$ cat config.mk
export PLATFORM = sky130hd
export DESIGN_NAME = sine_arbiter
export DESIGN_NICKNAME = d
export VERILOG_FILES = /design/src/rtl/sine_arbiter.sv
export SDC_FILE = /design/constraint.sdc
export NUM_CORES = 1
export LEC_CHECK = 0
export ABC_AREA = 1
export ABC_CLOCK_PERIOD_IN_PS = 2400
export CORE_ASPECT_RATIO = 0.9
export CORE_MARGIN = 1
export CORE_UTILIZATION = 45
export CTS_CLUSTER_DIAMETER = 100
export DETAILED_ROUTE_END_ITERATION = 16
export GPL_ROUTABILITY_DRIVEN = 0
export MAX_ROUTING_LAYER = met4
export PLACE_DENSITY_LB_ADDON = 0.12
export SKIP_CTS_REPAIR_TIMING = 1
export SKIP_LAST_GASP = 1
export SYNTH_ARGS = -nofsm -noshare
export SYNTH_HDL_FRONTEND = slang
export SYNTH_SLANG_ARGS = --single-unit
$ cat constraint.sdc
create_clock -name Clk_i -period 2.4 [get_ports Clk_i]
set_clock_uncertainty 0.05 [all_clocks]
set_input_delay 0.36 -clock Clk_i [delete_from_list [all_inputs] [get_ports Clk_i]]
set_output_delay 0.36 -clock Clk_i [all_outputs]
set_load 0.01 [all_outputs]
$ cat src/rtl/sine_arbiter.sv
// Round-robin front end that shares one Sine CORDIC core among NUM_REQ requesters.
// A watchdog turns a core that never signals done into an error response.
module sine_arbiter #(
  parameter int NUM_REQ     = 4,
  parameter int ANGLE_W     = 16,
  parameter int TIMEOUT_CYC = 64
) (
  input  logic                         Clk_i,
  input  logic                         Rst_i,
  input  logic [NUM_REQ-1:0]           Req_i,
  input  logic [NUM_REQ*ANGLE_W-1:0]   Angle_i,
  output logic [NUM_REQ-1:0]           Gnt_o,
  output logic [NUM_REQ-1:0]           Valid_o,
  output logic [ANGLE_W-1:0]           Sine_o,
  output logic                         Err_o,
  output logic                         Busy_o,
  output logic                         Core_Start_o,
  output logic [ANGLE_W-1:0]           Core_Angle_o,
  input  logic [ANGLE_W-1:0]           Core_Sine_i,
  input  logic                         Core_Done_i
);

  localparam int ID_W  = $clog2(NUM_REQ);
  localparam int CNT_W = $clog2(TIMEOUT_CYC + 1);

  typedef enum logic [1:0] {IDLE, START, WAIT, RESP} state_t;

  state_t             state_q, state_d;
  logic [ID_W-1:0]    last_q, last_d;
  logic [ID_W-1:0]    id_q, id_d;
  logic [CNT_W-1:0]   cnt_q, cnt_d;
  logic               done_prev_q;
  logic [NUM_REQ-1:0] gnt_q, gnt_d;
  logic [NUM_REQ-1:0] valid_q, valid_d;
  logic [ANGLE_W-1:0] sine_q, sine_d;
  logic [ANGLE_W-1:0] core_angle_q, core_angle_d;
  logic               err_q, err_d;
  logic               busy_q, busy_d;
  logic               core_start_q, core_start_d;

  logic               found;
  logic [ID_W-1:0]    win_id;
  logic [ANGLE_W-1:0] win_angle;
  logic               done_rise;

  // Search starts just after the last winner, so the one just served ranks lowest.
  always_comb begin
    found     = 1'b0;
    win_id    = '0;
    win_angle = '0;
    for (int i = 1; i <= NUM_REQ; i++) begin
      for (int k = 0; k < NUM_REQ; k++) begin
        if (!found && Req_i[k] && (((int'(last_q) + i) % NUM_REQ) == k)) begin
          found     = 1'b1;
          win_id    = ID_W'(k);
          win_angle = Angle_i[k*ANGLE_W +: ANGLE_W];
        end
      end
    end
  end

  always_comb begin
    state_d      = state_q;
    last_d       = last_q;
    id_d         = id_q;
    cnt_d        = cnt_q;
    gnt_d        = '0;
    valid_d      = '0;
    sine_d       = sine_q;
    err_d        = err_q;
    core_start_d = 1'b0;
    core_angle_d = core_angle_q;
    done_rise    = Core_Done_i & ~done_prev_q;

    unique case (state_q)
      IDLE: begin
        if (found) begin
          state_d        = START;
          id_d           = win_id;
          last_d         = win_id;
          core_angle_d   = win_angle;
          gnt_d[win_id]  = 1'b1;
          core_start_d   = 1'b1;
        end
      end
      START: begin
        cnt_d   = '0;
        state_d = WAIT;
      end
      WAIT: begin
        if (cnt_q != CNT_W'(TIMEOUT_CYC)) begin
          cnt_d = cnt_q + CNT_W'(1);
        end
        // A done rise in the expiry cycle still delivers the real result.
        if (done_rise) begin
          sine_d        = Core_Sine_i;
          err_d         = 1'b0;
          valid_d[id_q] = 1'b1;
          state_d       = RESP;
        end else if (cnt_d == CNT_W'(TIMEOUT_CYC)) begin
          sine_d        = '0;
          err_d         = 1'b1;
          valid_d[id_q] = 1'b1;
          state_d       = RESP;
        end
      end
      RESP: begin
        sine_d  = '0;
        err_d   = 1'b0;
        state_d = IDLE;
      end
      default: state_d = IDLE;
    endcase

    busy_d = (state_d != IDLE);
  end

  always_ff @(posedge Clk_i) begin
    if (Rst_i) begin
      state_q      <= IDLE;
      last_q       <= ID_W'(NUM_REQ - 1);
      id_q         <= '0;
      cnt_q        <= '0;
      done_prev_q  <= 1'b0;
      gnt_q        <= '0;
      valid_q      <= '0;
      sine_q       <= '0;
      err_q        <= 1'b0;
      busy_q       <= 1'b0;
      core_start_q <= 1'b0;
      core_angle_q <= '0;
    end else begin
      state_q      <= state_d;
      last_q       <= last_d;
      id_q         <= id_d;
      cnt_q        <= cnt_d;
      done_prev_q  <= Core_Done_i;
      gnt_q        <= gnt_d;
      valid_q      <= valid_d;
      sine_q       <= sine_d;
      err_q        <= err_d;
      busy_q       <= busy_d;
      core_start_q <= core_start_d;
      core_angle_q <= core_angle_d;
    end
  end

  assign Gnt_o        = gnt_q;
  assign Valid_o      = valid_q;
  assign Sine_o       = sine_q;
  assign Err_o        = err_q;
  assign Busy_o       = busy_q;
  assign Core_Start_o = core_start_q;
  assign Core_Angle_o = core_angle_q;

endmodule

-- Word-level counts from Yosys, hierarchy flattened
Index checks and enable logic that the tools add are counted.
- eq/ne operators: 18
- reductions and logical operators: 65
- mux-type cells: 67
- order comparisons: 4
- add/sub/neg operators: 5
- bitwise operators: 9
- operators by type and width (cell ; count):
    $mux W16 ; 18
    $logic_not A32 Y1 ; 4
    $mux W2 ; 17
    $logic_and A1 B1 Y1 ; 33
    $pmux W16 S2 ; 1
    $eq A3 B3 Y1 const B ; 8
    $mux W1 ; 22
    $logic_not A1 Y1 ; 15
    $mux W7 ; 2
    $pmux W7 S2 ; 1
    $eq A3 B2 Y1 const B ; 4
    $reduce_or A2 Y1 ; 6
    $mux W4 ; 2
    $pmux W2 S4 ; 1
    $add A7 B1 Y7 const B ; 1
    $eq A7 B7 Y1 const B ; 1
    $ne A7 B7 Y1 const B ; 1
    $lt A2 B3 Y1 const B ; 2
    $reduce_bool A2 Y1 ; 3
    $add A2 B1 Y2 const B ; 2
    $add A2 B2 Y2 const B ; 2
    $and A1 B1 Y1 const A ; 4
    $demux W1 S2 ; 2
    $eq A2 B2 Y1 const B ; 2
    other kinds (9) ; 14
- register bits after elaboration: 57
- word-level logic and storage cells: 180
- bits of input ports: 87
- output and inout bits: 43

-- Longest topological paths before layout
- word-level depth: 70
- gate-level depth with buffers: 19
- depth with buffers taken out: 18

-- Least setup slack after synthesis
No wires, ideal clock.
- path kind: input to register
- start: input port Req_i[0]
- end: register core_angle_q[10], in the netlist Core_Angle_o[10]
- data required time: 2.218 ns
- arrival time: 2.214 ns
- setup slack: 0.004 ns
- setup time: 0.132 ns
- stages on the path: 14
- path buffers: 2
- path through: buf_2 nand3_1 nand3_4 nor2_8 nand4_2 nor2_4 nand4_4 nor3_4 nand4_2 clkbuf_1 nor2_1 nor2_1 nand2_1 a21oi_1
- word-level cells in the longest chain between the ends: 63
- elaborated cells between the ends (all ways): 79
- classes of those cells: mux (32); reduce/logical (47)
- ends and longest elaborated chain (element ; RTL line ; RTL):
    start, declared ; 10 ; input logic [NUM_REQ-1:0] Req_i,
    $logic_and A1 B1 Y1 ; 53 ; if (!found && Req_i[k] && (((int'(last_q) + i) % NUM_REQ) == k)) begin
    $mux W1 ; 53 ;
    $logic_not A1 Y1 ; 53 ;
    $logic_and A1 B1 Y1 (2 in a row) ; 53 ;
    $mux W1 ; 53 ;
    $logic_not A1 Y1 ; 53 ;
    $logic_and A1 B1 Y1 (2 in a row) ; 53 ;
    $mux W1 ; 53 ;
    [43 not listed] ; -- ;
    $mux W1 ; 53 ;
    $logic_not A1 Y1 ; 53 ;
    $logic_and A1 B1 Y1 (2 in a row) ; 53 ;
    $mux W1 ; 53 ;
    $logic_not A1 Y1 ; 53 ;
    $logic_and A1 B1 Y1 (2 in a row) ; 53 ;
    $mux W1 ; 53 ;
    $reduce_and A2 Y1 (no line) ; -- ;
    end signal, assigned ; 144 ; core_angle_q <= core_angle_d;
    end, declared ; 36 ; logic [ANGLE_W-1:0] core_angle_q, core_angle_d;
Parallel ways exist; a longest one is shown, timed or not.
A chain may end at the register's enable or synchronous reset.

-- Worst setup path in the final report
- start: register last_q[1]
- end: register core_angle_q[3], in the netlist Core_Angle_o[3]
- word-level cells in the longest chain between the ends: 67
- elaborated cells between the ends (all ways): 107
- classes of those cells: add/sub (4); eq/ne (12); mux (32); bitwise (4); reduce/logical (55)
- ends and longest elaborated chain (element ; RTL line ; RTL):
    start, declared ; 29 ; logic [ID_W-1:0] last_q, last_d;
    start signal, assigned ; 121 ; last_q <= ID_W'(NUM_REQ - 1);
    start signal, assigned ; 134 ; last_q <= last_d;
    $add A2 B1 Y2 ; 53 ;
    $reduce_or A2 Y1 (no line) ; -- ;
    $and A1 B1 Y1 (no line) ; -- ;
    $logic_not A32 Y1 ; 53 ;
    $logic_and A1 B1 Y1 ; 53 ;
    $mux W1 ; 53 ;
    $logic_not A1 Y1 ; 53 ;
    $logic_and A1 B1 Y1 (2 in a row) ; 53 ;
    [48 not listed] ; -- ;
    $mux W1 ; 53 ;
    $logic_not A1 Y1 ; 53 ;
    $logic_and A1 B1 Y1 (2 in a row) ; 53 ;
    $mux W1 ; 53 ;
    $logic_not A1 Y1 ; 53 ;
    $logic_and A1 B1 Y1 (2 in a row) ; 53 ;
    $mux W1 ; 53 ;
    $reduce_and A2 Y1 (no line) ; -- ;
Parallel ways exist; a longest one is shown, timed or not.

==> results.toml <==
[run_status]
outcome = "finished clean"

[setup_path]
reg2reg_depth = 16
reg2reg_slack_ps = 40
reg2reg_to = "Core_Angle_o[3]"
end_kind = "flip-flop"
crit_type = "reg -> reg"
worstPathRequired_ps = 2620
r2r-start = "last_q[1]"
worstPathMaxFanout = 5
start_kind = "flip-flop"
arrival_ps = 2580

[die]
dieArea_um2 = 11000
dieHeight_um = 99.5
dieWidth_um = 110
coreArea_um2 = 10200
row_count = 35
initial_core_util_pct = 46.4
ioPinCount = 130

[synth]
synth.area.top_cells = "dfxtp_1, nor2_1, nand2_1"
async_flop_share_pct = 0
yosysWarnings = 0
syn_area_per_cell_um2 = 5.46
synth_fp_nets = 964
syn_inst = 871
yosysTopAreaCellShare_pct = 24.0
synth_edf_count = 0
ys.flop_type = "dfxtp_1"
synth_top_cell_by_area = "dfxtp_1"
syn_area_um2 = 4750
yosysSeqAreaShare_pct = 24.0
yosys_register_bits = 57
synth.distinct_cells = 32

[layout]
final_common_cell = "nor2_1"
final_util_pct = 70.9
fin_nets = 1155
final_layout_size_suffix_gt1_share_pct = 15.1
layout_common_cells = "nor2_1, nand2_1, clkdlybuf4s50_1"
n_antenna_cell = 0
syn_to_final_growth_pct = 52.8

[clock_network]
cts_tree = "yes"
numCtsBuffers = 9
cts-root-buf = "clkbuf_16"
htreeDepth = 3
ctsLongestPathBuffers = 2
cts_sinks = 57
worstSkewPairLatency_ps = 330
clk_pin_slew_ps = 50

[power_and_ir_drop]
seq_power_share_pct = 18.9
comb_power_share_pct = 62.1
ir_drop_mv = 0.775
intPower_mw = 4.05
p_clk_share_pct = 19.0
cellPowerDensity_nw_per_um2 = 1000
p_leak_nw = 3.38
swShare_pct = 44.2
power.switching_mw = 3.21

[hold_path]
hp-class = "reg -> reg"
hold-path-endpoint = "Sine_o[13]"
min_path_cells = 2
min_from = "Sine_o[13]"

[place]
dp_hpwl_mm = 12.6
io_buffers = 129

[sta]
rsz0062_at_grt = "yes"
maxSlewHeadroom_pct = 79.9
timing.final.hold_violations = 0
tightest_slew_ps = 301
setup_viol = 0
finalCriticalPeriod_ps = 2360
fin_hold_ws_ps = 407
fmax_mhz = 423
drv_slew = 0
period_share_pct = 98.5

[drt]
dr.pass1.iters = 5
ant_nets = 0
avgRoutedWirePerCell_um = 14.8
viasPerCell = 5.32
drtIter0Drc = 625
vias = 6365
wl_mm = 17.7
drc_errors = 0

[flow_run]
cap_violations = 0

[grt]
grt_antenna_before_repair = 0
grt_usage_pct = 32.5
grt_start_max_net_pins = 22
grt_pass1_wl_mm = 26.9
overflow = 0
grt_pass1_vias = 5533
-- metal layers --
metal	global-route usage, %	share of wire [%]	vias up
met4	12.3	2.7	0
li1	-	-	3145
met1	44.2	43	2784
met2	48.3	44	381
met5	-	0	-
met3	4.72	10	55
-- final cells by class --
class / instances / area, µm²
Multi-Input combinational cell: 691 / 3250
Fill cell: 918 / 2980
Timing Repair Buffer: 215 / 2050
Sequential cell: 57 / 1150
Inverter: 88 / 333
Clock buffer: 9 / 225
Tap cell: 129 / 161
Clock inverter: 7 / 93.8
-- registers in the layout (all words and copies together) (netlist names), 2 cells and up --
register and count:
Valid_o 4, Core_Angle_o 16, state_q 2, Sine_o 16, cnt_q 7, Gnt_o 4, last_q 2, id_q 2
-- cells by family after synthesis --
family | synth area share, %
and+or+nand+nor | 57.9
buffers and inverters | 10.2
DFF | 24.0
AOI/OAI and AO/OA | 5.45
adders and majority gates | 1.58
xor gates and xnor gates | 0.921
-- how the worst max path moves through the flow --
stage	from	endpoint
6_report	last_q[1]	Core_Angle_o[3]
5_1_grt	last_q[0]	Busy_o
4_1_cts	Req_i[0]	Core_Angle_o[3]
3_5_place_dp	Req_i[0]	Core_Angle_o[3]
3_3_place_gp	Req_i[0]	Core_Angle_o[3]
2_1_floorplan	Req_i[0]	Core_Angle_o[10]
-- worst max-delay path: stages, from the launching register on --
cell     delay (ps)
dfxtp_4         360
buf_4           150
nand3_4          90
nand3_4         110
buf_6           140
nor3_4          250
nand4_1         300
buf_4           260
nor2_2           70
nor2_1           50
nand3_1          60
nor2_1           40
nand3_1          60
nor2_1           40
nand2_1          90
nand2_2          60
a21oi_2         120
-- power groups by stage --
stage | clock [mW] | sequential [mW] | combinational, mW
after detailed placement | 0 | 1.35 | 4.17
after floorplan | 0 | 1.40 | 2.37
after global routing | 1.44 | 1.39 | 4.94
after CTS | 1.39 | 1.33 | 4.19
after global placement | 0 | 1.35 | 4.13
final | 1.38 | 1.37 | 4.51
-- Yosys cell counts, types with 2 or more instances --
library cell and count:
ha_1 6, nand4_4 2, nor3_1 5, nand3_1 93, nor2_1 248, buf_1 2
inv_1 79, a21oi_1 44, clkbuf_1 20, nand3b_1 2, clkinv_1 4, xor2_1 5
buf_4 2, buf_2 11, nor2_2 3, dfxtp_1 57, nor2_4 3, nand4_1 39
nor3_4 2, nand2_1 223, inv_2 5, nand2_2 3, o21ai_0 2, nand4_2 3
-- per-stage QoR --
stage / std cells / setup slack [ps] / area [µm²] / total power, mW / TNS, ps
6_report: 1196 / 36.2 / 7260 / 7.26 / 0
5_1_grt: 1196 / -127 / 7260 / 7.77 / -1770
4_1_cts: 1189 / 12.1 / 7030 / 6.92 / 0
3_5_place_dp: 1173 / -325 / 6710 / 5.51 / -7050
3_3_place_gp: 1173 / -337 / 6710 / 5.47 / -6460
2_1_floorplan: 871 / 3.71 / 4750 / 3.77 / 0
No activity file was read; power rests on OpenSTA's default activity.
